### config.mk
export PLATFORM = sky130hd
export DESIGN_NAME = cae_disp_ctrl_flat
export DESIGN_NICKNAME = d
export VERILOG_FILES = /design/src/rtl/cae_disp_ctrl_if.sv /design/src/rtl/cae_disp_ctrl.sv /design/src/flat_wrapper.sv
export SDC_FILE = /design/constraint.sdc
export NUM_CORES = 2
export LEC_CHECK = 0
export BUFFER_PORTS_ARGS = -buffer_cell sky130_fd_sc_hd__buf_2
export CAP_MARGIN = 25
export CORE_AREA = 5 5 334 336
export CTS_BUF_LIST = sky130_fd_sc_hd__clkbuf_16
export CTS_CLUSTER_SIZE = 40
export DETAILED_ROUTE_END_ITERATION = 7
export DIE_AREA = 0 0 339 341
export PLACE_DENSITY = 0.55
export SYNTH_ARGS = -nofsm -noshare
export SYNTH_HDL_FRONTEND = slang
export SYNTH_SLANG_ARGS = --single-unit
### constraint.sdc
create_clock -name clk -period 22.3 [get_ports clk]
set_input_delay 2.23 -clock clk [delete_from_list [all_inputs] [get_ports clk]]
set_output_delay 2.23 -clock clk [all_outputs]
set_load 0.01 [all_outputs]
### src/rtl/cae_disp_ctrl_if.sv
// cae_disp_ctrl_if: dispatch, core and CSR signal bundle between host/cores (master) and cae_disp_ctrl (slave)
// dispatch: inst/aeg access in, exceptions/idle/stall/read data out
// cores: core_run/aeg_flat out, core_done/core_gvt in
// csr: read strobe/address in, ack/data out
interface cae_disp_ctrl_if #(
   parameter int NUM_AEG   = 8,
   parameter int NUM_CORES = 4,
   parameter int GVT_W     = 16
);
   logic                       disp_inst_vld;
   logic [4:0]                 disp_inst;
   logic [17:0]                disp_aeg_idx;
   logic                       disp_aeg_rd;
   logic                       disp_aeg_wr;
   logic [63:0]                disp_aeg_wr_data;
   logic [17:0]                disp_aeg_cnt;
   logic [15:0]                disp_exception;
   logic                       disp_idle;
   logic                       disp_stall;
   logic                       disp_rtn_data_vld;
   logic [63:0]                disp_rtn_data;
   logic [NUM_CORES-1:0]       core_run;
   logic [NUM_CORES-1:0]       core_done;
   logic [NUM_CORES*GVT_W-1:0] core_gvt;
   logic [NUM_AEG*64-1:0]      aeg_flat;
   logic                       csr_rd_vld;
   logic [15:0]                csr_address;
   logic                       csr_rd_ack;
   logic [63:0]                csr_rd_data;
   modport master (
      output disp_inst_vld, disp_inst, disp_aeg_idx, disp_aeg_rd, disp_aeg_wr, disp_aeg_wr_data,
             core_done, core_gvt, csr_rd_vld, csr_address,
      input  disp_aeg_cnt, disp_exception, disp_idle, disp_stall, disp_rtn_data_vld, disp_rtn_data,
             core_run, aeg_flat, csr_rd_ack, csr_rd_data
   );
   modport slave (
      input  disp_inst_vld, disp_inst, disp_aeg_idx, disp_aeg_rd, disp_aeg_wr, disp_aeg_wr_data,
             core_done, core_gvt, csr_rd_vld, csr_address,
      output disp_aeg_cnt, disp_exception, disp_idle, disp_stall, disp_rtn_data_vld, disp_rtn_data,
             core_run, aeg_flat, csr_rd_ack, csr_rd_data
   );
endinterface

### src/rtl/cae_disp_ctrl.sv
// cae_disp_ctrl: dispatch front end owning AEGs, launching cores and reducing their GVTs to a global minimum
// ports: clk, i_reset (async, active-high), bus (cae_disp_ctrl_if.slave: dispatch, core and CSR signals)
module cae_disp_ctrl #(
   parameter int NUM_AEG   = 8,
   parameter int AEG_IDX_W = 3,
   parameter int NUM_CORES = 4,
   parameter int GVT_W     = 16
) (
   input logic          clk,
   input logic          i_reset,
   cae_disp_ctrl_if.slave bus
);
   typedef enum logic [1:0] {IDLE, LAUNCH, RUNNING, FINISH} state_t;
   state_t                         state_q, state_d;
   logic [NUM_AEG-1:0][63:0]       aeg_q, aeg_d;
   logic [NUM_CORES-1:0]           mask_q, mask_d, done_q, done_d;
   logic [NUM_CORES-1:0][GVT_W-1:0] gvt_q, gvt_d;
   logic [31:0]                    limit_q, limit_d, cnt_q, cnt_d, cnt_inc;
   logic [4:0]                     exc_q, exc_d;
   logic                           rtn_vld_q, csr_ack_q;
   logic [63:0]                    rtn_data_q, rtn_data_d, csr_data_q, csr_data_d;
   logic [GVT_W-1:0]               gvt_min;
   logic [AEG_IDX_W-1:0]           aidx;
   logic                           start, abort, idx_ok;
   always_comb begin
      start   = bus.disp_inst_vld & (bus.disp_inst == 5'd0);
      abort   = bus.disp_inst_vld & (bus.disp_inst == 5'd1);
      idx_ok  = bus.disp_aeg_idx < 18'(NUM_AEG);
      aidx    = bus.disp_aeg_idx[AEG_IDX_W-1:0];
      cnt_inc = (cnt_q == '1) ? cnt_q : cnt_q + 32'd1;
      gvt_min = '1;
      for (int i = 0; i < NUM_CORES; i++)
         if (done_q[i] && gvt_q[i] < gvt_min) gvt_min = gvt_q[i];
      state_d = state_q;
      aeg_d   = aeg_q;
      mask_d  = mask_q;
      limit_d = limit_q;
      done_d  = done_q;
      gvt_d   = gvt_q;
      cnt_d   = cnt_q;
      exc_d   = '0;
      exc_d[0] = bus.disp_inst_vld & (bus.disp_inst > 5'd1);
      exc_d[1] = (bus.disp_aeg_rd | bus.disp_aeg_wr) & ~idx_ok;
      exc_d[2] = bus.disp_aeg_wr & (state_q != IDLE);
      if (bus.disp_aeg_wr && idx_ok && state_q == IDLE) aeg_d[aidx] = bus.disp_aeg_wr_data;
      rtn_data_d = (bus.disp_aeg_rd && idx_ok) ? aeg_q[aidx] : '0;
      csr_data_d = !bus.csr_rd_vld         ? '0 :
                   bus.csr_address == 16'h0 ? {30'd0, state_q, 32'(done_q)} :
                   bus.csr_address == 16'h1 ? aeg_q[0] :
                   bus.csr_address == 16'h2 ? {32'd0, cnt_q} : '0;
      case (state_q)
         IDLE: if (start) state_d = LAUNCH;
         LAUNCH: begin
            // mask/limit sampled here so a write issued alongside start is seen
            mask_d  = aeg_q[1][NUM_CORES-1:0];
            limit_d = aeg_q[2][31:0];
            done_d  = '0;
            cnt_d   = '0;
            state_d = (mask_d == '0) ? FINISH : RUNNING;
         end
         RUNNING: begin
            cnt_d = cnt_inc;
            for (int i = 0; i < NUM_CORES; i++)
               if (bus.core_done[i] && mask_q[i] && !done_q[i]) begin
                  done_d[i] = 1'b1;
                  gvt_d[i]  = bus.core_gvt[i*GVT_W +: GVT_W];
               end
            // abort beats completion, completion beats timeout
            if (abort) begin
               state_d  = FINISH;
               exc_d[4] = 1'b1;
            end else if (done_d == mask_q) state_d = FINISH;
            else if (limit_q != '0 && cnt_inc == limit_q) begin
               state_d  = FINISH;
               exc_d[3] = 1'b1;
            end
         end
         FINISH: begin
            aeg_d[0] = (mask_q == '0) ? '0 : 64'(gvt_min);
            state_d  = IDLE;
         end
      endcase
   end
   always_ff @(posedge clk or posedge i_reset)
      if (i_reset) begin
         state_q    <= IDLE;
         aeg_q      <= '0;
         mask_q     <= '0;
         limit_q    <= '0;
         done_q     <= '0;
         gvt_q      <= '0;
         cnt_q      <= '0;
         exc_q      <= '0;
         rtn_vld_q  <= 1'b0;
         rtn_data_q <= '0;
         csr_ack_q  <= 1'b0;
         csr_data_q <= '0;
      end else begin
         state_q    <= state_d;
         aeg_q      <= aeg_d;
         mask_q     <= mask_d;
         limit_q    <= limit_d;
         done_q     <= done_d;
         gvt_q      <= gvt_d;
         cnt_q      <= cnt_d;
         exc_q      <= exc_d;
         rtn_vld_q  <= bus.disp_aeg_rd;
         rtn_data_q <= rtn_data_d;
         csr_ack_q  <= bus.csr_rd_vld;
         csr_data_q <= csr_data_d;
      end
   assign bus.disp_aeg_cnt      = 18'(NUM_AEG);
   assign bus.disp_exception    = {11'd0, exc_q};
   assign bus.disp_idle         = (state_q == IDLE) & ~start;
   assign bus.disp_stall        = (state_q != IDLE) | start;
   assign bus.disp_rtn_data_vld = rtn_vld_q;
   assign bus.disp_rtn_data     = rtn_data_q;
   assign bus.core_run          = (state_q == RUNNING) ? mask_q : '0;
   assign bus.aeg_flat          = aeg_q;
   assign bus.csr_rd_ack        = csr_ack_q;
   assign bus.csr_rd_data       = csr_data_q;
endmodule

### src/flat_wrapper.sv
// flat-port wrapper written by rule: the top's interface ports become plain ports
module cae_disp_ctrl_flat 
#(
   parameter int NUM_AEG   = 8,
   parameter int AEG_IDX_W = 3,
   parameter int NUM_CORES = 4,
   parameter int GVT_W     = 16
)
  (clk, i_reset, bus_disp_inst_vld, bus_disp_inst, bus_disp_aeg_idx, bus_disp_aeg_rd, bus_disp_aeg_wr, bus_disp_aeg_wr_data, bus_core_done, bus_core_gvt, bus_csr_rd_vld, bus_csr_address, bus_disp_aeg_cnt, bus_disp_exception, bus_disp_idle, bus_disp_stall, bus_disp_rtn_data_vld, bus_disp_rtn_data, bus_core_run, bus_aeg_flat, bus_csr_rd_ack, bus_csr_rd_data);
  cae_disp_ctrl_if #(.NUM_AEG(NUM_AEG), .NUM_CORES(NUM_CORES), .GVT_W(GVT_W)) bus_i ();
  input logic clk;
  input logic i_reset;
  input wire logic [$bits(bus_i.disp_inst_vld)-1:0] bus_disp_inst_vld;
  input wire logic [$bits(bus_i.disp_inst)-1:0] bus_disp_inst;
  input wire logic [$bits(bus_i.disp_aeg_idx)-1:0] bus_disp_aeg_idx;
  input wire logic [$bits(bus_i.disp_aeg_rd)-1:0] bus_disp_aeg_rd;
  input wire logic [$bits(bus_i.disp_aeg_wr)-1:0] bus_disp_aeg_wr;
  input wire logic [$bits(bus_i.disp_aeg_wr_data)-1:0] bus_disp_aeg_wr_data;
  input wire logic [$bits(bus_i.core_done)-1:0] bus_core_done;
  input wire logic [$bits(bus_i.core_gvt)-1:0] bus_core_gvt;
  input wire logic [$bits(bus_i.csr_rd_vld)-1:0] bus_csr_rd_vld;
  input wire logic [$bits(bus_i.csr_address)-1:0] bus_csr_address;
  output wire logic [$bits(bus_i.disp_aeg_cnt)-1:0] bus_disp_aeg_cnt;
  output wire logic [$bits(bus_i.disp_exception)-1:0] bus_disp_exception;
  output wire logic [$bits(bus_i.disp_idle)-1:0] bus_disp_idle;
  output wire logic [$bits(bus_i.disp_stall)-1:0] bus_disp_stall;
  output wire logic [$bits(bus_i.disp_rtn_data_vld)-1:0] bus_disp_rtn_data_vld;
  output wire logic [$bits(bus_i.disp_rtn_data)-1:0] bus_disp_rtn_data;
  output wire logic [$bits(bus_i.core_run)-1:0] bus_core_run;
  output wire logic [$bits(bus_i.aeg_flat)-1:0] bus_aeg_flat;
  output wire logic [$bits(bus_i.csr_rd_ack)-1:0] bus_csr_rd_ack;
  output wire logic [$bits(bus_i.csr_rd_data)-1:0] bus_csr_rd_data;
  assign bus_i.disp_inst_vld = bus_disp_inst_vld;
  assign bus_i.disp_inst = bus_disp_inst;
  assign bus_i.disp_aeg_idx = bus_disp_aeg_idx;
  assign bus_i.disp_aeg_rd = bus_disp_aeg_rd;
  assign bus_i.disp_aeg_wr = bus_disp_aeg_wr;
  assign bus_i.disp_aeg_wr_data = bus_disp_aeg_wr_data;
  assign bus_i.core_done = bus_core_done;
  assign bus_i.core_gvt = bus_core_gvt;
  assign bus_i.csr_rd_vld = bus_csr_rd_vld;
  assign bus_i.csr_address = bus_csr_address;
  assign bus_disp_aeg_cnt = bus_i.disp_aeg_cnt;
  assign bus_disp_exception = bus_i.disp_exception;
  assign bus_disp_idle = bus_i.disp_idle;
  assign bus_disp_stall = bus_i.disp_stall;
  assign bus_disp_rtn_data_vld = bus_i.disp_rtn_data_vld;
  assign bus_disp_rtn_data = bus_i.disp_rtn_data;
  assign bus_core_run = bus_i.core_run;
  assign bus_aeg_flat = bus_i.aeg_flat;
  assign bus_csr_rd_ack = bus_i.csr_rd_ack;
  assign bus_csr_rd_data = bus_i.csr_rd_data;
  cae_disp_ctrl #(.NUM_AEG(NUM_AEG), .AEG_IDX_W(AEG_IDX_W), .NUM_CORES(NUM_CORES), .GVT_W(GVT_W)) u_core (.clk(clk), .i_reset(i_reset), .bus(bus_i));
endmodule
* Word-level counts from Yosys, hierarchy flattened
Cells that the tools add are included.
** Word-level totals
- Register bits after elaboration :: 785
- Logic and storage cells :: 127
- Output and inout bits :: 682
- Input port bits :: 177
** Cells by class
- Magnitude comparators :: 8
- $add $sub $neg :: 1
- Muxes and demuxes :: 40
- Equality and inequality tests :: 11
- Reductions and logical operators :: 35
- Bitwise operators :: 10
** Operators with widths (count)
- 512-bit bitwise mux :: 1
- 64-bit two-way mux :: 8
- 64-bit binary-select mux with 3-bit select :: 1
- 64-bit demux with 3-bit select :: 1
- 16-bit two-way mux :: 5
- 32-bit two-way mux :: 2
- 32-bit case mux with 2 select lines :: 1
- 16-bit < comparator :: 3
- 32-bit by 1-bit adder with 32-bit output, second input constant :: 1
- 32-bit == test :: 1
- 32-bit == test, second input constant :: 1
- 32-bit nonzero test :: 1
- 18-bit by 4-bit < comparator with 1-bit output, second input constant :: 1
- 1-bit logical AND :: 17
- 16-bit by 1-bit == test with 1-bit output, second input constant :: 1
- 16-bit by 2-bit == test with 1-bit output, second input constant :: 1
- 16-bit zero test :: 1
- 16-bit < comparator, second input constant :: 1
- 1-bit two-way mux :: 13
- 2-bit two-way mux :: 5
- 2-bit AND reduction :: 5
- 4-bit zero test :: 2
- 2-bit case mux with 4 select lines :: 1
- 4-bit case mux with 2 select lines :: 1
- other kinds (17) :: 30

* Depth between registers and ports, before layout
- Word-level depth :: 14
- Depth in mapped cells :: 34
- Depth with buffers taken out :: 29

* Least setup slack after synthesis
Ideal clock, no wire load.
- Path type :: reg2reg
- Start point :: reg u_core.gvt_q[15] in the netlist's numbering
- End point :: reg u_core.aeg_q (netlist bit u_core.bus.aeg_flat[10])
- Required time :: 22.210 ns
- Setup slack :: 14.290 ns
- Library setup time :: 0.090 ns
- Clock period less this slack :: 8.010 ns
- Arrival :: 7.919 ns
- Buffers on the path :: 5
- Cell stages (with the launch flop) :: 35
- Path through :: dfrtp_1 > nand4_1 > o41ai_1 > nor2_1 > ha_1 > a21o_1 > a21o_1 > a21oi_1 > o2111ai_1 > or2_2 > clkbuf_1 > clkbuf_1 > o21ai_0 > ha_1 > a21o_1 > a21o_1 > a21oi_1 > o2111ai_1 > nor2_1 > nand3_1 > o211ai_1 > buf_2 > mux2_2 > ha_1 > a21o_1 > a21o_1 > a21o_1 > a21o_1 > a211oi_1 > o21ai_0 > o21bai_1 > or3b_2 > clkbuf_1 > clkbuf_1 > o221ai_1
** Between the ends
- Longest elaborated chain between the ends :: 14
** Ends and longest elaborated chain
- start: declaration :: line cae_disp_ctrl.sv:17 : logic [NUM_CORES-1:0][GVT_W-1:0] gvt_q, gvt_d;
- start signal: assignment :: line cae_disp_ctrl.sv:104 : gvt_q <= gvt_d;
- 16-bit < comparator :: line cae_disp_ctrl.sv:33 : if (done_q[i] && gvt_q[i] < gvt_min) gvt_min = gvt_q[i];
- 1-bit logical AND :: line cae_disp_ctrl.sv:33
- 16-bit two-way mux * :: line cae_disp_ctrl.sv:33
- 16-bit < comparator :: line cae_disp_ctrl.sv:33
- 1-bit logical AND :: line cae_disp_ctrl.sv:33
- 16-bit two-way mux * :: line cae_disp_ctrl.sv:33
- 16-bit < comparator :: line cae_disp_ctrl.sv:33
- 1-bit logical AND :: line cae_disp_ctrl.sv:33
- 16-bit two-way mux * :: line cae_disp_ctrl.sv:33
- 16-bit < comparator :: line cae_disp_ctrl.sv:33
- 1-bit logical AND :: line cae_disp_ctrl.sv:33
- 16-bit two-way mux * :: line cae_disp_ctrl.sv:33
- 16-bit two-way mux * :: line cae_disp_ctrl.sv:79 : aeg_d[0] = (mask_q == '0) ? '0 : 64'(gvt_min);
- 64-bit two-way mux * :: line cae_disp_ctrl.sv:51 : case (state_q)
- end signal: assignment :: line cae_disp_ctrl.sv:100 : aeg_q <= aeg_d;
- end: declaration :: line cae_disp_ctrl.sv:15 : logic [NUM_AEG-1:0][63:0] aeg_q, aeg_d;
Every way passes the cells marked *; elsewhere a longest branch is shown, timed or not.
A chain may end at the register's enable or synchronous reset.

* Final worst setup path
- Start point :: reg u_core.gvt_q[12] in the netlist's numbering
- End point :: reg u_core.aeg_q (netlist bit u_core.bus.aeg_flat[15])
Same word-level chain as after synthesis.

==> impl_metrics.ini <==
[timing]
hold_viol_final = 0
max_freq_mhz = 124
clock_skew_ns = 0.0308
setup_viol = 0
max_slew_margin_pct = 31.5
slew_violations = 0
finalCritPeriodShare_pct = 36.1
rsz0062_at_grt = false
fin_setup_tns_ns = 0
period_needed_ns = 8.05
tightest_slew_ns = 1.03

[global_routing]
grt_pass1_wl_mm = 228
overflow = 0
first_global_vias = 30100
antenna_found_initial = 14
track_usage_pct = 26.8
grt_max_degree = 159

[setup_path]
reg2reg_depth = 28
ff2ff_setup_slack_ns = 14.25
cp-end-kind = flop
crit_type = flop to flop
rr_endpoint = u_core.bus.aeg_flat[15]
r2r_start = u_core.gvt_q[12]
cp_slowest_cell = a2111oi_0
crit_path_frequent_cell = a21o_1
cp_max_fo = 19
startpoint_type = flop
crit_start = u_core.gvt_q[12]
setup.worst_path.end = u_core.bus.aeg_flat[15]
slowest_delay_ns = 0.66
crit_arrival_ns = 8.62
crit_required_ns = 22.87

[cts]
cts_setup_buffers = 0
root_buffer = clkbuf_16
holdBufCountCts = 0
cts_tree = done
cts_buffers = 90
cts.sinks = 785
cts_resized = 0
h-tree-depth = 3
clock_path_buffers = 3
clkTransAtPathRegs_ns = 0.06
clkLatencyLatePin_ns = 0.68

[drt]
num_vias = 30000
highest_layer = met5
drcViolationCount = 0
m1WireLength_mm = 64.2
met3_length_mm = 11.8
ant_nets = 0
wire_per_inst_um = 29.7
drt-initial-drc-count = 2285
met2_length_mm = 76.8
vias_per_cell = 5.56
drtPass1Iterations = 6
wirelength_mm = 161

[floorplanning]
rows = 121
start_util_pct = 34.1
core_area_um2 = 108000
dieArea_um2 = 116000
fp.dieH_um = 341
fp.dieW_um = 339
io_pins = 859

[pwr]
p_sw_share_pct = 27.8
p_comb_share_pct = 10.4
intPower_mw = 2.31
vdd_drop_max_mv = 0.0622
p_per_area_nw_per_um2 = 70.5
pwr-share-seq_pct = 44.9
switching_power_mw = 0.890
clkPwrFrac_pct = 44.6
leakagePower_nw = 24.2

[logic_synthesis]
synth-edff-count = 0
syn_area_um2 = 36900
seq_area_frac_synth_pct = 53.2
yosysUniqueCellTypes = 76
ys.flop_type = dfrtp_1
syn_area_per_cell_um2 = 11.7
synth_warnings = 0
synth_cells = 3155
synthArstFlopShare_pct = 100
synth-seq-cells = 785

[cells_and_area]
layout-drive-gt1-share_pct = 42.3
syn_to_final_growth_pct = 22.9
nets = 4139
finalNonFillerCells = 5404

[run_status]
outcome = finished clean

[worst_hold_path]
holdCritPathClass = flop to flop
hp-start = u_core.bus.aeg_flat[296]

[placed_design]
place_inst = 5232
dp_hpwl_mm = 114
gp_congestion = 0.910
numPortBuffers = 829

[flow_run]
cap_violations = 0
## power by group through the flow
stage | logic, mW | registers, mW | clock network (mW)
4_1_cts | 0.333 | 1.44 | 1.45
3_5_place_dp | 0.333 | 1.46 | 0
2_1_floorplan | 0.200 | 1.46 | 0
6_report | 0.333 | 1.44 | 1.43
3_3_place_gp | 0.331 | 1.46 | 0
5_1_grt | 0.360 | 1.44 | 1.51
## logic make-up (layout without fill, tap and decap cells)
logic type | Yosys count | in the layout | share of synthesized area (%)
adders and majority gates | 48 | 48 | 1.63
xor gates and xnor gates | 36 | 36 | 0.854
muxes | 713 | 713 | 21.6
other | 2 | 36 | 0.0203
and+or+nand+nor | 728 | 728 | 9.42
DFF | 785 | 785 | 53.2
AOI/OAI and AO/OA | 548 | 548 | 9.87
buffers and inverters | 295 | 1096 | 3.38
## cell usage in the layout, fill, tap and decap left out, types with 20 or more instances in the layout
cell and count:
mux2_2 634, o22ai_1 56, ha_1 45, a21oi_1 142, mux2i_1 74, dfrtp_1 785, conb_1 29, nor3_1 54
and3_1 26, buf_2 826, a22oi_1 30, nand3_1 29, o21ai_0 95, buf_4 45, inv_1 69, nand2_1 246
clkbuf_16 90, o22a_1 36, o31ai_1 24, clkinv_1 20, and2_1 38, nand4_1 30, a21o_1 28, nor4_1 22
nor2_1 192, o221ai_1 43, a211oi_1 32
## worst min-delay path by stage
stage	endpoint	slack, ns	cells past startpoint
global route	u_core.bus.aeg_flat[296]	0.54	1
detailed placement	u_core.bus.aeg_flat[296]	0.51	1
global placement	u_core.bus.aeg_flat[403]	0.50	1
finish	u_core.bus.aeg_flat[296]	0.52	1
floorplan	u_core.gvt_q[32]	0.49	1
CTS	u_core.bus.aeg_flat[296]	0.53	1
## layer usage
layer	vias to the layer above	track usage [%]
met1	15600	33.8
met2	1250	44.4
met5	-	0
met4	4	11.1
met3	280	6.30
li1	12900	-
## layout make-up
cell class                      instances  area, um2
Clock buffer                           90       2250
Antenna cell                            7       17.5
Sequential cell                       785      19600
Clock inverter                         71        542
Fill cell                           10500      62900
Multi-Input combinational cell       2102      16200
Tap cell                             1414       1770
Inverter                               51        195
Timing Repair Buffer                  884       4730
## sequential cells by signal, indices dropped and copies added (netlist names)
name,count
u_core.bus.disp_rtn_data,64
u_core.mask_q,4
u_core.bus.disp_rtn_data_vld,1
u_core.bus.aeg_flat,512
u_core.limit_q,32
u_core.done_q,4
u_core.cnt_q,32
u_core.state_q,2
u_core.exc_q,5
u_core.gvt_q,64
u_core.bus.csr_rd_ack,1
u_core.bus.csr_rd_data,64
## worst max-delay path: cells and delay by family (launching register included)
kind	cells	cell delay (ns)
AOI/OAI and AO/OA	16	4.01
adders and majority gates	3	0.90
buffers and inverters	2	0.48
DFF	1	0.37
muxes	1	0.39
and+or+nand+nor	6	1.76
## per-stage QoR
stage / util, % / setup slack, ns / instance area, um2 / power [mW] / hold WS (ns)
2_1_floorplan: - / 9.30 / 37000 / 1.66 / 0.489
4_1_cts: 41.8 / 14.31 / 45300 / 3.23 / 0.525
5_1_grt: 41.9 / 13.57 / 45400 / 3.31 / 0.540
3_3_place_gp: 39.2 / 14.09 / 42400 / 1.79 / 0.503
6_report: 41.9 / 14.25 / 45400 / 3.20 / 0.525
3_5_place_dp: 39.2 / 14.40 / 42500 / 1.80 / 0.512
## cells in the mapped netlist, drive strengths merged, types with 33 or more instances
| cell type | count | area (um2) |
|---|---|---|
| dfrtp | 785 | 19600 |
| inv | 50 | 188 |
| clkbuf | 175 | 657 |
| nor2 | 198 | 743 |
| o21ai | 97 | 489 |
| ha | 48 | 601 |
| nor3 | 55 | 275 |
| o22a | 36 | 315 |
| a21oi | 142 | 711 |
| o221ai | 43 | 377 |
| buf | 69 | 399 |
| nand2 | 248 | 931 |
| o22ai | 56 | 350 |
| mux2i | 74 | 741 |
| and2 | 39 | 244 |
| nand4 | 33 | 243 |
| mux2 | 636 | 7170 |
Power figures use the tool's default switching activity.
